File: config.mk
export PLATFORM = sky130hd
export DESIGN_NAME = regfile_debug_arbiter_flat
export DESIGN_NICKNAME = d
export VERILOG_FILES = /design/src/rtl/mips_pkg.sv /design/src/rtl/regfile_debug_arbiter_if.sv /design/src/rtl/regfile_debug_arbiter_drain_timer.sv /design/src/rtl/regfile_debug_arbiter.sv /design/src/flat_wrapper.sv
export SDC_FILE = /design/constraint.sdc
export NUM_CORES = 1
export LEC_CHECK = 0
export BUFFER_PORTS_ARGS = -buffer_cell sky130_fd_sc_hd__buf_2
export CAP_MARGIN = 0
export CORE_ASPECT_RATIO = 0.5
export CORE_MARGIN = 5
export CORE_UTILIZATION = 31
export CTS_CLUSTER_SIZE = 40
export DETAILED_ROUTE_END_ITERATION = 12
export HOLD_SLACK_MARGIN = 0.1
export PLACE_DENSITY = 0.79
export SLEW_MARGIN = 30
export SYNTH_ARGS = -nofsm -noshare
export SYNTH_HDL_FRONTEND = slang
export SYNTH_SLANG_ARGS = --single-unit
File: constraint.sdc
create_clock -name clk -period 2 [get_ports clk]
set_input_delay 0.4 -clock clk [delete_from_list [all_inputs] [get_ports clk]]
set_output_delay 0.4 -clock clk [all_outputs]
set_load 0.01 [all_outputs]
File: src/rtl/mips_pkg.sv
// Shared widths, constants and FSM state encoding for the register-file debug arbiter.
package mips_pkg;

  localparam int unsigned REG_ADDR_W = 5;
  localparam int unsigned DATA_W     = 32;
  localparam logic [REG_ADDR_W-1:0] REG_ZERO = '0;

  typedef enum logic [2:0] {
    StRun,
    StDrain,
    StHalted,
    StDbgRead,
    StDbgWrite,
    StAck
  } arb_state_e;

endpackage

File: src/rtl/regfile_debug_arbiter_if.sv
// Debug-master side of the arbiter: halt control plus four-phase req/ack register access.
interface regfile_debug_arbiter_if;
  import mips_pkg::*;

  logic                  dbg_halt;
  logic                  dbg_req;
  logic                  dbg_we;
  logic [REG_ADDR_W-1:0] dbg_addr;
  logic [DATA_W-1:0]     dbg_wdata;
  logic                  dbg_ack;
  logic [DATA_W-1:0]     dbg_rdata;
  logic                  dbg_halted;
  logic                  halt_forced;

  modport master (
    output dbg_halt, dbg_req, dbg_we, dbg_addr, dbg_wdata,
    input  dbg_ack, dbg_rdata, dbg_halted, halt_forced
  );

  modport slave (
    input  dbg_halt, dbg_req, dbg_we, dbg_addr, dbg_wdata,
    output dbg_ack, dbg_rdata, dbg_halted, halt_forced
  );

endinterface

File: src/rtl/regfile_debug_arbiter_drain_timer.sv
// Drain counter: clears on request, counts while enabled, flags the last allowed drain cycle.
module regfile_debug_arbiter_drain_timer #(
  parameter int unsigned DRAIN_TIMEOUT = 16,
  parameter int unsigned CNT_W         = 5
) (
  input  logic clk,
  input  logic reset_n,
  input  logic clr_i,
  input  logic en_i,
  output logic tc_o
);

  logic [CNT_W-1:0] cnt_q, cnt_d;

  always_comb begin
    cnt_d = cnt_q;
    if (clr_i) begin
      cnt_d = '0;
    end else if (en_i) begin
      cnt_d = cnt_q + CNT_W'(1);
    end
  end

  assign tc_o = (cnt_q == CNT_W'(DRAIN_TIMEOUT - 1));

  always_ff @(posedge clk) begin
    if (!reset_n) begin
      cnt_q <= '0;
    end else begin
      cnt_q <= cnt_d;
    end
  end

endmodule

File: src/rtl/regfile_debug_arbiter.sv
// Owns the register file address/write-enable inputs; muxes between core pass-through and a
// halt-then-access debug master. Writes to register 0 are always suppressed.
module regfile_debug_arbiter
  import mips_pkg::*;
#(
  parameter int unsigned DRAIN_TIMEOUT = 16,
  parameter int unsigned CNT_W         = 5
) (
  input  logic                  clk,
  input  logic                  reset_n,
  input  logic [REG_ADDR_W-1:0] core_addr_src,
  input  logic [REG_ADDR_W-1:0] core_addr_tgt,
  input  logic [REG_ADDR_W-1:0] core_addr_write,
  input  logic [DATA_W-1:0]     core_data_write,
  input  logic                  core_FLAG_register,
  input  logic                  core_idle,
  output logic                  core_stall,
  regfile_debug_arbiter_if.slave dbg,
  output logic [REG_ADDR_W-1:0] rf_addr_src,
  output logic [REG_ADDR_W-1:0] rf_addr_tgt,
  output logic [REG_ADDR_W-1:0] rf_addr_write,
  output logic [DATA_W-1:0]     rf_data_write,
  output logic                  rf_FLAG_register,
  input  logic [DATA_W-1:0]     rf_data_src
);

  arb_state_e        state_q, state_d;
  logic              ack_q, ack_d;
  logic [DATA_W-1:0] rdata_q, rdata_d;
  logic              forced_q, forced_d;
  logic              drain_tc;

  regfile_debug_arbiter_drain_timer #(
    .DRAIN_TIMEOUT (DRAIN_TIMEOUT),
    .CNT_W         (CNT_W)
  ) u_drain_timer (
    .clk     (clk),
    .reset_n (reset_n),
    .clr_i   (state_q != StDrain),
    .en_i    ((state_q == StDrain) && !core_idle),
    .tc_o    (drain_tc)
  );

  always_comb begin
    state_d  = state_q;
    ack_d    = ack_q;
    rdata_d  = rdata_q;
    forced_d = forced_q;
    case (state_q)
      StRun: begin
        if (dbg.dbg_halt) state_d = StDrain;
      end
      StDrain: begin
        if (!dbg.dbg_halt) begin
          state_d = StRun;
        end else if (core_idle) begin
          state_d = StHalted;
        end else if (drain_tc) begin
          state_d  = StHalted;
          forced_d = 1'b1;
        end
      end
      StHalted: begin
        // A pending access wins over release so the master never loses a request.
        if (dbg.dbg_req) begin
          state_d = dbg.dbg_we ? StDbgWrite : StDbgRead;
        end else if (!dbg.dbg_halt) begin
          state_d  = StRun;
          forced_d = 1'b0;
        end
      end
      StDbgRead: begin
        rdata_d = rf_data_src;
        ack_d   = 1'b1;
        state_d = StAck;
      end
      StDbgWrite: begin
        ack_d   = 1'b1;
        state_d = StAck;
      end
      StAck: begin
        if (!dbg.dbg_req) begin
          ack_d   = 1'b0;
          state_d = StHalted;
        end
      end
      default: state_d = StRun;
    endcase
  end

  always_ff @(posedge clk) begin
    if (!reset_n) begin
      state_q  <= StRun;
      ack_q    <= 1'b0;
      rdata_q  <= '0;
      forced_q <= 1'b0;
    end else begin
      state_q  <= state_d;
      ack_q    <= ack_d;
      rdata_q  <= rdata_d;
      forced_q <= forced_d;
    end
  end

  always_comb begin
    rf_addr_src      = core_addr_src;
    rf_addr_tgt      = core_addr_tgt;
    rf_addr_write    = core_addr_write;
    rf_data_write    = core_data_write;
    rf_FLAG_register = 1'b0;
    case (state_q)
      StRun, StDrain: begin
        rf_FLAG_register = core_FLAG_register && (core_addr_write != REG_ZERO);
      end
      StDbgRead: begin
        rf_addr_src = dbg.dbg_addr;
      end
      StDbgWrite: begin
        rf_addr_write = dbg.dbg_addr;
        rf_data_write = dbg.dbg_wdata;
        // Gating with reset_n keeps a reset landing on the commit edge from writing.
        rf_FLAG_register = (dbg.dbg_addr != REG_ZERO) && reset_n;
      end
      default: ;
    endcase
  end

  assign core_stall      = (state_q != StRun);
  assign dbg.dbg_halted  = (state_q == StHalted) || (state_q == StDbgRead) ||
                           (state_q == StDbgWrite) || (state_q == StAck);
  assign dbg.dbg_ack     = ack_q;
  assign dbg.dbg_rdata   = rdata_q;
  assign dbg.halt_forced = forced_q;

endmodule
File: src/flat_wrapper.sv
// flat-port wrapper written by rule: the top's interface ports become plain ports
module regfile_debug_arbiter_flat import mips_pkg::*;
#(
  parameter int unsigned DRAIN_TIMEOUT = 16,
  parameter int unsigned CNT_W         = 5
)
  (clk, reset_n, core_addr_src, core_addr_tgt, core_addr_write, core_data_write, core_FLAG_register, core_idle, core_stall, rf_addr_src, rf_addr_tgt, rf_addr_write, rf_data_write, rf_FLAG_register, rf_data_src, dbg_dbg_halt, dbg_dbg_req, dbg_dbg_we, dbg_dbg_addr, dbg_dbg_wdata, dbg_dbg_ack, dbg_dbg_rdata, dbg_dbg_halted, dbg_halt_forced);
  regfile_debug_arbiter_if dbg_i ();
  input  logic clk;
  input  logic reset_n;
  input  logic [REG_ADDR_W-1:0] core_addr_src;
  input  logic [REG_ADDR_W-1:0] core_addr_tgt;
  input  logic [REG_ADDR_W-1:0] core_addr_write;
  input  logic [DATA_W-1:0] core_data_write;
  input  logic core_FLAG_register;
  input  logic core_idle;
  output logic core_stall;
  output logic [REG_ADDR_W-1:0] rf_addr_src;
  output logic [REG_ADDR_W-1:0] rf_addr_tgt;
  output logic [REG_ADDR_W-1:0] rf_addr_write;
  output logic [DATA_W-1:0] rf_data_write;
  output logic rf_FLAG_register;
  input  logic [DATA_W-1:0] rf_data_src;
  input wire logic [$bits(dbg_i.dbg_halt)-1:0] dbg_dbg_halt;
  input wire logic [$bits(dbg_i.dbg_req)-1:0] dbg_dbg_req;
  input wire logic [$bits(dbg_i.dbg_we)-1:0] dbg_dbg_we;
  input wire logic [$bits(dbg_i.dbg_addr)-1:0] dbg_dbg_addr;
  input wire logic [$bits(dbg_i.dbg_wdata)-1:0] dbg_dbg_wdata;
  output wire logic [$bits(dbg_i.dbg_ack)-1:0] dbg_dbg_ack;
  output wire logic [$bits(dbg_i.dbg_rdata)-1:0] dbg_dbg_rdata;
  output wire logic [$bits(dbg_i.dbg_halted)-1:0] dbg_dbg_halted;
  output wire logic [$bits(dbg_i.halt_forced)-1:0] dbg_halt_forced;
  assign dbg_i.dbg_halt = dbg_dbg_halt;
  assign dbg_i.dbg_req = dbg_dbg_req;
  assign dbg_i.dbg_we = dbg_dbg_we;
  assign dbg_i.dbg_addr = dbg_dbg_addr;
  assign dbg_i.dbg_wdata = dbg_dbg_wdata;
  assign dbg_dbg_ack = dbg_i.dbg_ack;
  assign dbg_dbg_rdata = dbg_i.dbg_rdata;
  assign dbg_dbg_halted = dbg_i.dbg_halted;
  assign dbg_halt_forced = dbg_i.halt_forced;
  regfile_debug_arbiter #(.DRAIN_TIMEOUT(DRAIN_TIMEOUT), .CNT_W(CNT_W)) u_core (.clk(clk), .reset_n(reset_n), .core_addr_src(core_addr_src), .core_addr_tgt(core_addr_tgt), .core_addr_write(core_addr_write), .core_data_write(core_data_write), .core_FLAG_register(core_FLAG_register), .core_idle(core_idle), .core_stall(core_stall), .dbg(dbg_i), .rf_addr_src(rf_addr_src), .rf_addr_tgt(rf_addr_tgt), .rf_addr_write(rf_addr_write), .rf_data_write(rf_data_write), .rf_FLAG_register(rf_FLAG_register), .rf_data_src(rf_data_src));
endmodule
==> reports/qor.tcl <==
set qor(cells_along_the_critical_path) {nor3b_4, buf_12, buf_12, mux2_2, buf_6}
set qor(synth_sequential_area_ratio) 0.351
set qor(max_cap_violations) 0
set qor(synthesis.nets) 400
set qor(grt_setup_unrepaired) {true}
set qor(hp-class) {primary input to flop}
set qor(crit_family) {buffers and inverters}
set qor(placement.setup.worst_slack_ns) 0.189
set qor(clock_insertion_delay_worst_skew_ns) 0.28
set qor(cp_num_cells) 5
set qor(final_design_area_no_fill_um2) 3950
set qor(via_count) 2557
set qor(violations_in_the_final_reports) {negative setup slack}
set qor(effective_utilization_at_floorplan) 0.323
set qor(antenna_cells_inserted) 0
set qor(synth_async_sr_flop_share) 0
set qor(synth-edff-count) 0
set qor(detail_route.vias_per_cell) 4.53
set qor(timing.critical_path.from_type) {flop}
set qor(leakagePower_nw) 1.91
set qor(clk_pin_slew_worst_paths_ns) 0.06
set qor(synth.avg_cell_area_um2) 8.70
set qor(finalCritPeriodShare) 1.00
set qor(ioPinCount) 207
set qor(overall_power_consumption_mw) 2.27
set qor(routabilityCongestion) 0.822
set qor(grt.overflow.total) 0
set qor(clock_buffers_created_by_tritoncts) 5
set qor(mostFrequentLayoutCells) {sky130_fd_sc_hd__buf_2, sky130_fd_sc_hd__nand2_1, sky130_fd_sc_hd__dfxtp_1}
set qor(max_freq_mhz) 499
set qor(end_kind) {output port}
set qor(synth_top_area_cell) {sky130_fd_sc_hd__dfxtp_1}
set qor(clk_path_buf_depth) 2
set qor(tritoncts_num_sinks) 42
set qor(total_switching_power_mw) 0.542
set qor(die-width_um) 134
set qor(switching_share) 0.239
set qor(hold_viol) 0
set qor(placed_cell_area_um2) 3370
set qor(syn_inst) 275
set qor(synth.yosys.warnings) 0
set qor(worst_path_max_delay_cell) {sky130_fd_sc_hd__mux2_2}
set qor(detail_route.iter0.violations) 100
set qor(final_common_cell) {sky130_fd_sc_hd__buf_2}
set qor(grt_antenna_before_repair) 0
set qor(post_synth_num_cell_types) 39
set qor(combPwrFrac) 0.216
set qor(class_of_the_most_critical_setup_path) {flop to output port}
set qor(flop_and_latch_count_out_of_synthesis) 42
set qor(grtUsageTotal) 0.144
set qor(cp_common_cell) {sky130_fd_sc_hd__buf_12}
set qor(final-setup-viol-count) 2
set qor(design.core.area_um2) 7400
set qor(outcome) {finished, violations left}
set qor(min_delay_path_depth) 3
set qor(top_cell_type_s_share_of_synthesized_area) 0.351
set qor(timing.final.max_slew_violations) 0
set qor(die_height_um) 72.1
set qor(fp-row-count) 22
set qor(cp.buffers_inverters) 3
set qor(power.clock.fraction) 0.405
set qor(design.die.area_um2) 9680
set qor(power_frac_seq) 0.379
set qor(drt_pre_antenna_iters) 4
set qor(worst_slew_pin_slew_ns) 0.401
set qor(maxSlewHeadroom) 0.732
set qor(wire_per_inst_um) 14.5
set qor(synth_area_um2) 2390
set qor(worst_path_fanout_max) 6
set qor(drcViolationCount) 0
set qor(flow.area_growth_from_synthesis_pct) 65.1
set qor(post-route-worst-setup-slack_ns) -0.00573
set qor(first_pass_grt_wire_length_um) 11500
set qor(dp.final_hpwl_um) 5930
set qor(setup-tns-final_ns) -0.00688
set qor(tritoncts) {built}
set qor(ir_drop_worst_vdd_mv) 0.270
set qor(route.final.wire_length_um) 8190
set qor(cts-root-buf) {sky130_fd_sc_hd__clkbuf_16}
set qor(timing.final.crit_period_ns) 2.01
set qor(grt_pass1_vias) 2407
set qor(finalNetCount) 592
set qor(max_stage_delay_ns) 0.35
set qor(grt_start_max_net_pins) 40
set qor(worst_r2r_path_depth) 5
set qor(internal_power_mw) 1.72
set qor(nFillCells) 708
set qor(worst_clock_skew_ns) 0.00910
set qor(worst-endpoint-required_ns) 1.60
set qor(synth_top_cells_by_area) {sky130_fd_sc_hd__dfxtp_1, sky130_fd_sc_hd__mux2_2, sky130_fd_sc_hd__nand2_1}
set qor(cts_hold_bufs) 0
set qor(power-per-cell-area_nw_per_um2) 574
set qor(h-tree-depth) 2
set qor(drive_gt1_frac) 0.553
set qor(arrival_ns) 1.61
set qor(count_of_antenna_violating_nets_left_after_detailed_routing) 0
set qor(io_buffers) 196
set qor(synth_ff_type) {sky130_fd_sc_hd__dfxtp_1}
-- power groups by stage --
stage / clock network, mW / registers [mW] / logic, mW
floorplan: 0 / 0.882 / 0.193
global placement: 0 / 0.877 / 0.389
detailed placement: 0 / 0.877 / 0.392
CTS: 0.936 / 0.859 / 0.396
global route: 0.998 / 0.861 / 0.527
finish: 0.917 / 0.860 / 0.489
-- kinds of logic (layout without fill, tap and decap cells) --
kind of cell	after synthesis	after routing	share of synthesized area
and+or+nand+nor	115	115	0.220
buffers and inverters	27	220	0.0795
DFF	42	42	0.351
AOI/OAI and AO/OA	47	47	0.146
muxes	38	38	0.178
adders and majority gates	2	2	0.0105
xor gates and xnor gates	4	4	0.0146
-- cell usage after synthesis, drive strengths merged (3+ instances only) --
cell	n
nand2	84
dfxtp	42
mux2	37
a21boi	33
buf	20
nor2	9
clkbuf	5
nor3b	5
nor2b	4
a21oi	3
xor2	3
-- tightest hold or removal path, stage by stage --
cell	delay, ns
sky130_fd_sc_hd__buf_2	0.09
sky130_fd_sc_hd__nand2_1	0.04
sky130_fd_sc_hd__a21boi_1	0.05
-- flip-flops by register name (all words and copies together) (netlist names) --
register / flops
u_core.dbg.dbg_rdata: 32
u_core.u_drain_timer.cnt_q: 5
u_core.state_q: 3
u_core.dbg.halt_forced: 1
u_core.dbg.dbg_ack: 1
-- layout make-up --
type | count | area [um^2] | area share
timing repair buffer | 210 | 1350 | 0.342
inverter | 2 | 7.51 | 0.00190
clock buffer | 5 | 125 | 0.0317
multi-input combinational | 206 | 1460 | 0.369
clock inverter | 3 | 45.0 | 0.0114
tap | 96 | 120 | 0.0304
sequential | 42 | 845 | 0.214
-- what timing repair did --
action / in CTS / in global routing
buffers inserted: 0 / 2
resized for setup: 5 / 66
gates cloned: 0 / 4
pin swaps: 0 / 1
setup endpoints to repair: 25 / 37
-- metal layers --
metal | vias to the layer above | wire length, um | part of all wire | GRT usage
met1 | 1159 | 3250 | 0.40 | 0.170
met4 | 0 | 91 | 0.011 | 0.0350
met3 | 9 | 518 | 0.063 | 0.0395
met5 | - | 0 | 0 | 0
met2 | 85 | 4330 | 0.53 | 0.264
li1 | 1304 | - | - | -
-- through the flow --
stage,util,hold WS [ns],cells
after floorplan,-,0.454,275
after global placement,0.455,0.437,550
after detailed placement,0.455,0.443,550
after CTS,0.481,0.349,558
after global routing,0.533,0.358,564
final,0.533,0.354,564
-- final timing paths --
check | from | to | slack, ns
worst max-delay path | u_core.state_q[1]$_SDFFE_PN0P_ | rf_data_write[17] | -0.006
worst min register to register | u_core.dbg.dbg_rdata[11]$_SDFFE_PN0P_ | u_core.dbg.dbg_rdata[11]$_SDFFE_PN0P_ | 0.45
worst max register to register | u_core.state_q[1]$_SDFFE_PN0P_ | u_core.dbg.dbg_rdata[20]$_SDFFE_PN0P_ | 0.39
worst min-delay path | rf_data_src[29] | u_core.dbg.dbg_rdata[29]$_SDFFE_PN0P_ | 0.35
Note: power is estimated with default switching activity, not from simulation.
